`src/rtl/motor_pkg.sv`:
```
// Shared command codes, mode constant and scheduler state encoding for the motor driver path.
package motor_pkg;

    localparam int unsigned CMD_W  = 6;
    localparam int unsigned DUR_W  = 8;
    localparam int unsigned MODE_W = 2;

    localparam logic [CMD_W-1:0] CMD_FWD   = 6'd1;
    localparam logic [CMD_W-1:0] CMD_REV   = 6'd2;
    localparam logic [CMD_W-1:0] CMD_LEFT  = 6'd3;
    localparam logic [CMD_W-1:0] CMD_RIGHT = 6'd4;
    localparam logic [CMD_W-1:0] CMD_STOP  = 6'd9;
    localparam logic [CMD_W-1:0] CMD_MAX   = 6'd11;

    localparam logic [MODE_W-1:0] MODE_DRIVE = 2'b10;

    typedef enum logic [2:0] {
        ST_IDLE,
        ST_MANUAL,
        ST_ESC_STOP,
        ST_ESC_BACK,
        ST_ESC_TURN,
        ST_ESTOP
    } sched_state_e;

    function automatic logic cmd_is_valid(input logic [CMD_W-1:0] code);
        return (code != '0) && (code <= CMD_MAX);
    endfunction

endpackage

```
`src/rtl/motor_tick.sv`:
```
// Duration-unit prescaler: counts 0..TICK_CYC-1 and flags the wrap cycle; clr restarts the count.
module motor_tick #(
    parameter int unsigned TICK_CYC = 500000
) (
    input  logic clk,
    input  logic rst,
    input  logic clr,
    output logic tick
);

    localparam int unsigned CNT_W = (TICK_CYC > 1) ? $clog2(TICK_CYC) : 1;

    logic [CNT_W-1:0] cnt_q;

    assign tick = (cnt_q == CNT_W'(TICK_CYC - 1));

    always_ff @(posedge clk or posedge rst) begin
        if (rst) begin
            cnt_q <= '0;
        end else if (clr || tick) begin
            cnt_q <= '0;
        end else begin
            cnt_q <= cnt_q + CNT_W'(1);
        end
    end

endmodule

```
`src/rtl/motor_cmd_sched.sv`:
```
// Arbitrates emergency stop, obstacle escape and timed manual commands into the motor driver command.
module motor_cmd_sched
    import motor_pkg::*;
#(
    parameter int unsigned TICK_CYC   = 500000,
    parameter int unsigned ESC_STOP_T = 10,
    parameter int unsigned ESC_BACK_T = 30,
    parameter int unsigned ESC_TURN_T = 25
) (
    input  logic              clk,
    input  logic              rst,
    input  logic              estop,
    input  logic              obs,
    input  logic              man_valid,
    input  logic [CMD_W-1:0]  man_cmd,
    input  logic [DUR_W-1:0]  man_dur,
    output logic              man_ready,
    output logic [CMD_W-1:0]  cmd_out,
    output logic [MODE_W-1:0] mode_out,
    output logic              busy,
    output logic              esc_done,
    output logic              cmd_err
);

    sched_state_e     state_q, state_d;
    logic [CMD_W-1:0] cmd_q, cmd_d;
    logic [DUR_W-1:0] cnt_q, cnt_d;
    logic             timed_q, timed_d;
    logic             busy_q, busy_d;
    logic             done_q, done_d;
    logic             err_q, err_d;
    logic             tick;
    logic             accept_ok;
    logic             phase_end;
    logic             tick_clr;

    assign man_ready = ((state_q == ST_IDLE) || (state_q == ST_MANUAL)) && !estop && !obs && !rst;
    assign accept_ok = man_valid && man_ready && cmd_is_valid(man_cmd);
    assign phase_end = tick && (cnt_q == DUR_W'(1));
    // Any state entry or re-accept restarts the prescaler so every phase is exactly N units.
    assign tick_clr  = accept_ok || (state_d != state_q);

    motor_tick #(.TICK_CYC(TICK_CYC)) u_tick (
        .clk  (clk),
        .rst  (rst),
        .clr  (tick_clr),
        .tick (tick)
    );

    always_comb begin
        state_d = state_q;
        cmd_d   = cmd_q;
        cnt_d   = cnt_q;
        timed_d = timed_q;
        done_d  = 1'b0;
        err_d   = 1'b0;
        if (tick && (cnt_q != '0)) begin
            cnt_d = cnt_q - DUR_W'(1);
        end

        if (estop) begin
            state_d = ST_ESTOP;
            cmd_d   = CMD_STOP;
            cnt_d   = '0;
            timed_d = 1'b0;
        end else begin
            case (state_q)
                ST_IDLE, ST_MANUAL: begin
                    if (obs) begin
                        state_d = ST_ESC_STOP;
                        cmd_d   = CMD_STOP;
                        cnt_d   = DUR_W'(ESC_STOP_T);
                        timed_d = 1'b0;
                    end else if (accept_ok) begin
                        state_d = ST_MANUAL;
                        cmd_d   = man_cmd;
                        cnt_d   = man_dur;
                        timed_d = (man_dur != '0);
                    end else begin
                        err_d = man_valid;
                        if ((state_q == ST_MANUAL) && timed_q && phase_end) begin
                            state_d = ST_IDLE;
                            cmd_d   = CMD_STOP;
                            cnt_d   = '0;
                            timed_d = 1'b0;
                        end
                    end
                end
                ST_ESC_STOP: begin
                    if (phase_end) begin
                        state_d = ST_ESC_BACK;
                        cmd_d   = CMD_REV;
                        cnt_d   = DUR_W'(ESC_BACK_T);
                    end
                end
                ST_ESC_BACK: begin
                    if (phase_end) begin
                        state_d = ST_ESC_TURN;
                        cmd_d   = CMD_RIGHT;
                        cnt_d   = DUR_W'(ESC_TURN_T);
                    end
                end
                ST_ESC_TURN: begin
                    if (phase_end) begin
                        state_d = ST_IDLE;
                        cmd_d   = CMD_STOP;
                        cnt_d   = '0;
                        done_d  = 1'b1;
                    end
                end
                ST_ESTOP: begin
                    state_d = ST_IDLE;
                    cmd_d   = CMD_STOP;
                end
                default: begin
                    state_d = ST_IDLE;
                    cmd_d   = CMD_STOP;
                    cnt_d   = '0;
                    timed_d = 1'b0;
                end
            endcase
        end

        busy_d = ((state_d == ST_MANUAL) && timed_d) || (state_d == ST_ESC_STOP) ||
                 (state_d == ST_ESC_BACK) || (state_d == ST_ESC_TURN);
    end

    always_ff @(posedge clk or posedge rst) begin
        if (rst) begin
            state_q <= ST_IDLE;
            cmd_q   <= CMD_STOP;
            cnt_q   <= '0;
            timed_q <= 1'b0;
            busy_q  <= 1'b0;
            done_q  <= 1'b0;
            err_q   <= 1'b0;
        end else begin
            state_q <= state_d;
            cmd_q   <= cmd_d;
            cnt_q   <= cnt_d;
            timed_q <= timed_d;
            busy_q  <= busy_d;
            done_q  <= done_d;
            err_q   <= err_d;
        end
    end

    assign cmd_out  = cmd_q;
    assign mode_out = MODE_DRIVE;
    assign busy     = busy_q;
    assign esc_done = done_q;
    assign cmd_err  = err_q;

endmodule
```
`config.mk`:
```
export PLATFORM = sky130hd
export DESIGN_NAME = motor_cmd_sched
export DESIGN_NICKNAME = d
export VERILOG_FILES = /design/src/rtl/motor_pkg.sv /design/src/rtl/motor_tick.sv /design/src/rtl/motor_cmd_sched.sv
export SDC_FILE = /design/constraint.sdc
export NUM_CORES = 1
export LEC_CHECK = 0
export BUFFER_PORTS_ARGS = -buffer_cell sky130_fd_sc_hd__buf_2
export CAP_MARGIN = 20
export CORE_ASPECT_RATIO = 0.7
export CORE_UTILIZATION = 40
export DETAILED_ROUTE_END_ITERATION = 10
export GPL_TIMING_DRIVEN = 0
export PLACE_DENSITY = 0.57
export SLEW_MARGIN = 20
export SYNTH_ARGS = -nofsm -noshare
export SYNTH_HDL_FRONTEND = slang
export SYNTH_SLANG_ARGS = --single-unit
```
`constraint.sdc`:
```
create_clock -name clk -period 2.7 [get_ports clk]
set_input_delay 0.135 -clock clk [delete_from_list [all_inputs] [get_ports clk]]
set_output_delay 0.135 -clock clk [all_outputs]
set_load 0.005 [all_outputs]
```
==> results by group <==
Global route
  – GRT Overall Usage: 20.1%
  – Number of global-route vias before repair: just under 2000
  – Largest net degree at the start of global routing: 22
  – Remaining global-route overflow: 0
  – Antenna violations before repair: 0
  – Global-route wire length before repair: a little over 10 mm

Route
  – DRT Pass-1 Iters: 4
  – DRT iter0 DRCs: between 200 and 250
  – WL/cell: between 15 and 20 um
  – Drt drc: 0
  – Final wirelength: about 6.4 mm
  – Via count: between 2000 and 2500
  – Via/cell ratio: about 5.6
  – Final ANT Viol Nets: 0

Clock network
  – Depth of the CTS H-tree: 2
  – Clock transition at path regs: ~0.080 ns
  – CTS tree: done
  – Max Buffers Root-to-Sink: 2
  – Clock Tree Root: clkbuf_8
  – Clk sinks: 40
  – Num CTS Buffers: 5
  – Clock Latency Late Sink: around 0.29 ns

Logic synthesis
  – Syn_area_per_cell: slightly below 9 um^2
  – Cell variety after synth: 55
  – EDFF count, synth: 0
  – Largest family of logic cells by synthesized area: simple AND/OR/NAND/NOR gates
  – Mapped Area: 2520 um^2
  – Top_reg_cell synth: dfrtp_1
  – Post-Synth Adder-Cell Area: 3.48%
  – Ys async rst share: between 90% and 100%
  – #FFs+latches synth: 40
  – Sequential area share after synthesis: 39.8%
  – Multiplexer area fraction after synthesis: 0%
  – Syn Inst Count: approximately 290
  – Syn Nets: between 300 and 400
  – Synth Warn #: 0
  – Complex-gate fraction of the synthesized area: approximately 15%
  – XOR/XNOR Fraction of Synth Area: just under 9%
  – Post-synthesis simple-gate area fraction: roughly 29%

Worst setup path
  – Worst R2R Start: state_q[1]
  – Worst setup path startpoint: state_q[1]
  – Worst EP required: a little under 3 ns
  – Critical path data arrival time: between 2 and 3 ns
  – Kind of critical path: reg2reg
  – Max Fanout on Critical Path: 12
  – Critical path capture point type: register
  – Crit start category: register

Timing
  – Final hold violations: 0
  – Unrepaired setup endpoints after global routing: no
  – Slew HR: 54.5%
  – Setup violators final: 0
  – Achievable Freq: 0.400 GHz
  – Clock skew: slightly below 0.009 ns
  – Fin Hold WS: 0.132 ns
  – Fin crit period: between 2 and 2.5 ns
  – Final Max Slew Viols: 0
  – Final period utilization: around 93%
  – Worst-margin pin slew: slightly below 0.7 ns

Hold path
  – HP Class: in2reg
  – Hold Path Origin: man_dur[6]

Place
  – Cells after DPL: slightly below 400
  – Detailed placement HPWL: about 4.7 mm
  – Gp weighted congestion: between 0.9 and 1
  – Port bufs: 27
  – Placed cell area: approximately 2800 um^2

Layout
  – Post-Layout Inst Area: ~3000 um^2
  – Commonest non-fill, non-tap cells in the layout: nor2_1 (43), dfrtp_1 (36), buf_2 (30), nand2_1 (28), xor2_1 (18)
  – Final design utilization: roughly 51%
  – Layout Nets: 350
  – Area Overhead vs Synth: 18.7%
  – Fraction of layout cells with a size suffix above 1: 21.2%
  – Antenna cells: 0
  – Commonest non-fill, non-tap cell in the layout: nor2_1
  – Non-filler instance count after layout: 400

Floorplanning
  – Core ar.: roughly 5900 um^2
  – Die area: 6630 um^2
  – Die W: just under 100 um
  – Cell Rows: 23
  – Die Y: around 68 um
  – Io pins: 31
  – Initial Util: ~43%

Pwr
  – Design Power: roughly 0.0013 W
  – Pleak: about 1.2 nW
  – Peak supply drop: between 150 and 200 uV
  – PwrDens: 432 nW/um^2

Flow run
  – Maximum Capacitance Violations: 0

Run status
  – Status: complete, no violations
worst max-delay path, cell delays in order, from the launching register on:
cell and delay, ns:
dfrtp_2 0.51, inv_2 0.18, ha_4 0.22, nand4bb_4 0.15
a2111oi_4 0.34, buf_4 0.19, clkbuf_2 0.23, a21oi_1 0.12
or3_1 0.32, a21oi_1 0.15
final cells by class:
type | count | area [um^2]
Fill cell | 550 | 2910
Multi-Input combinational cell | 225 | 1500
Sequential cell | 40 | 1010
Timing Repair Buffer | 32 | 195
Clock buffer | 8 | 100
Tap cell | 75 | 93.8
Buffer | 12 | 66.3
Inverter | 8 | 30.0
metrics by stage:
step	setup WS, ns	setup TNS [ns]
after floorplan	0.0964	0
after global placement	-0.539	-8.85
after detailed placement	-0.546	-8.24
after CTS	0.0635	0
after global routing	0.0283	0
final	0.200	0
routing by layer:
layer / global-route usage [%] / routed length [um] / vias up
met5: 0 / 0 / -
met4: 5.04 / 38 / 0
met3: 4.39 / 459 / 5
met2: 26.1 / 2480 / 85
met1: 32.3 / 3400 / 1046
li1: - / - / 1089
state kept, by name (all words and copies together) (netlist names):
name	count
timed_q	1
cmd_err	1
u_tick.cnt_q	19
cmd_out	6
esc_done	1
state_q	3
busy	1
cnt_q	8
cell families (layout without fill, tap and decap cells):
kind of cell    after synthesis  in the layout
flops                        40             40
other cells                   2              2
simple gates                136            136
buf+inv                      22             60
xor+xnor                     25             25
compound gates               55             55
fa+ha+maj                     7              7
timing repair:
| item | 4_1_cts | 5_1_grt |
|---|---|---|
| buffers inserted | 1 | 2 |
| hold buffers | 1 | 0 |
| pin swaps | 1 | 1 |
| endpoints found under the setup margin | 31 | 16 |
| gates resized for setup | 8 | 10 |
| hold endpoints to repair | 17 | 0 |
synth_stat cells, types with 2 or more instances:
master | count | share of area [%]
nor3_1 | 9 | 1.8
nand2b_1 | 4 | 0.99
nor2_1 | 44 | 6.6
nand4_1 | 6 | 1.5
and4_1 | 3 | 1.0
dfrtp_1 | 38 | 38
nand2_1 | 28 | 4.2
o31a_1 | 3 | 1.0
a21oi_1 | 12 | 2.4
buf_4 | 2 | 0.60
o21ai_0 | 10 | 2.0
conb_1 | 2 | 0.30
nor4_1 | 5 | 1.2
buf_2 | 3 | 0.60
or2_2 | 2 | 0.50
dfstp_2 | 2 | 2.1
and3_1 | 3 | 0.74
ha_1 | 7 | 3.5
xor2_1 | 18 | 6.3
a211oi_1 | 3 | 0.89
inv_1 | 8 | 1.2
nand3_1 | 12 | 2.4
a211o_1 | 3 | 1.0
o21bai_1 | 2 | 0.60
a31oi_1 | 7 | 1.7
clkbuf_1 | 7 | 1.0
nor2b_1 | 3 | 0.74
xnor2_1 | 7 | 2.4
or3_1 | 4 | 0.99
and2_1 | 2 | 0.50
a22oi_1 | 4 | 1.2
where the power goes:
part	total [W]	leakage (nW)	internal, W	switching, W
clock	0.000435	0.0515	0.000233	0.000202
sequential	0.000638	0.540	0.000618	0.0000205
combinational	0.000218	0.657	0.0000847	0.000133
final timing paths:
| path | end | slack, ns | depth (start not counted) |
|---|---|---|---|
| setup / recovery | cmd_out[1] | 0.20 | 9 |
| setup reg to reg | cmd_out[1] | 0.20 | 9 |
| hold / removal | cnt_q[6] | 0.13 | 3 |
| hold reg to reg | cmd_out[5] | 0.49 | 1 |
| min in group asynchronous | state_q[0] | 0.43 | 3 |
| max in group asynchronous | state_q[1] | 1.79 | 4 |
No activity file was read; power rests on OpenSTA's default activity.
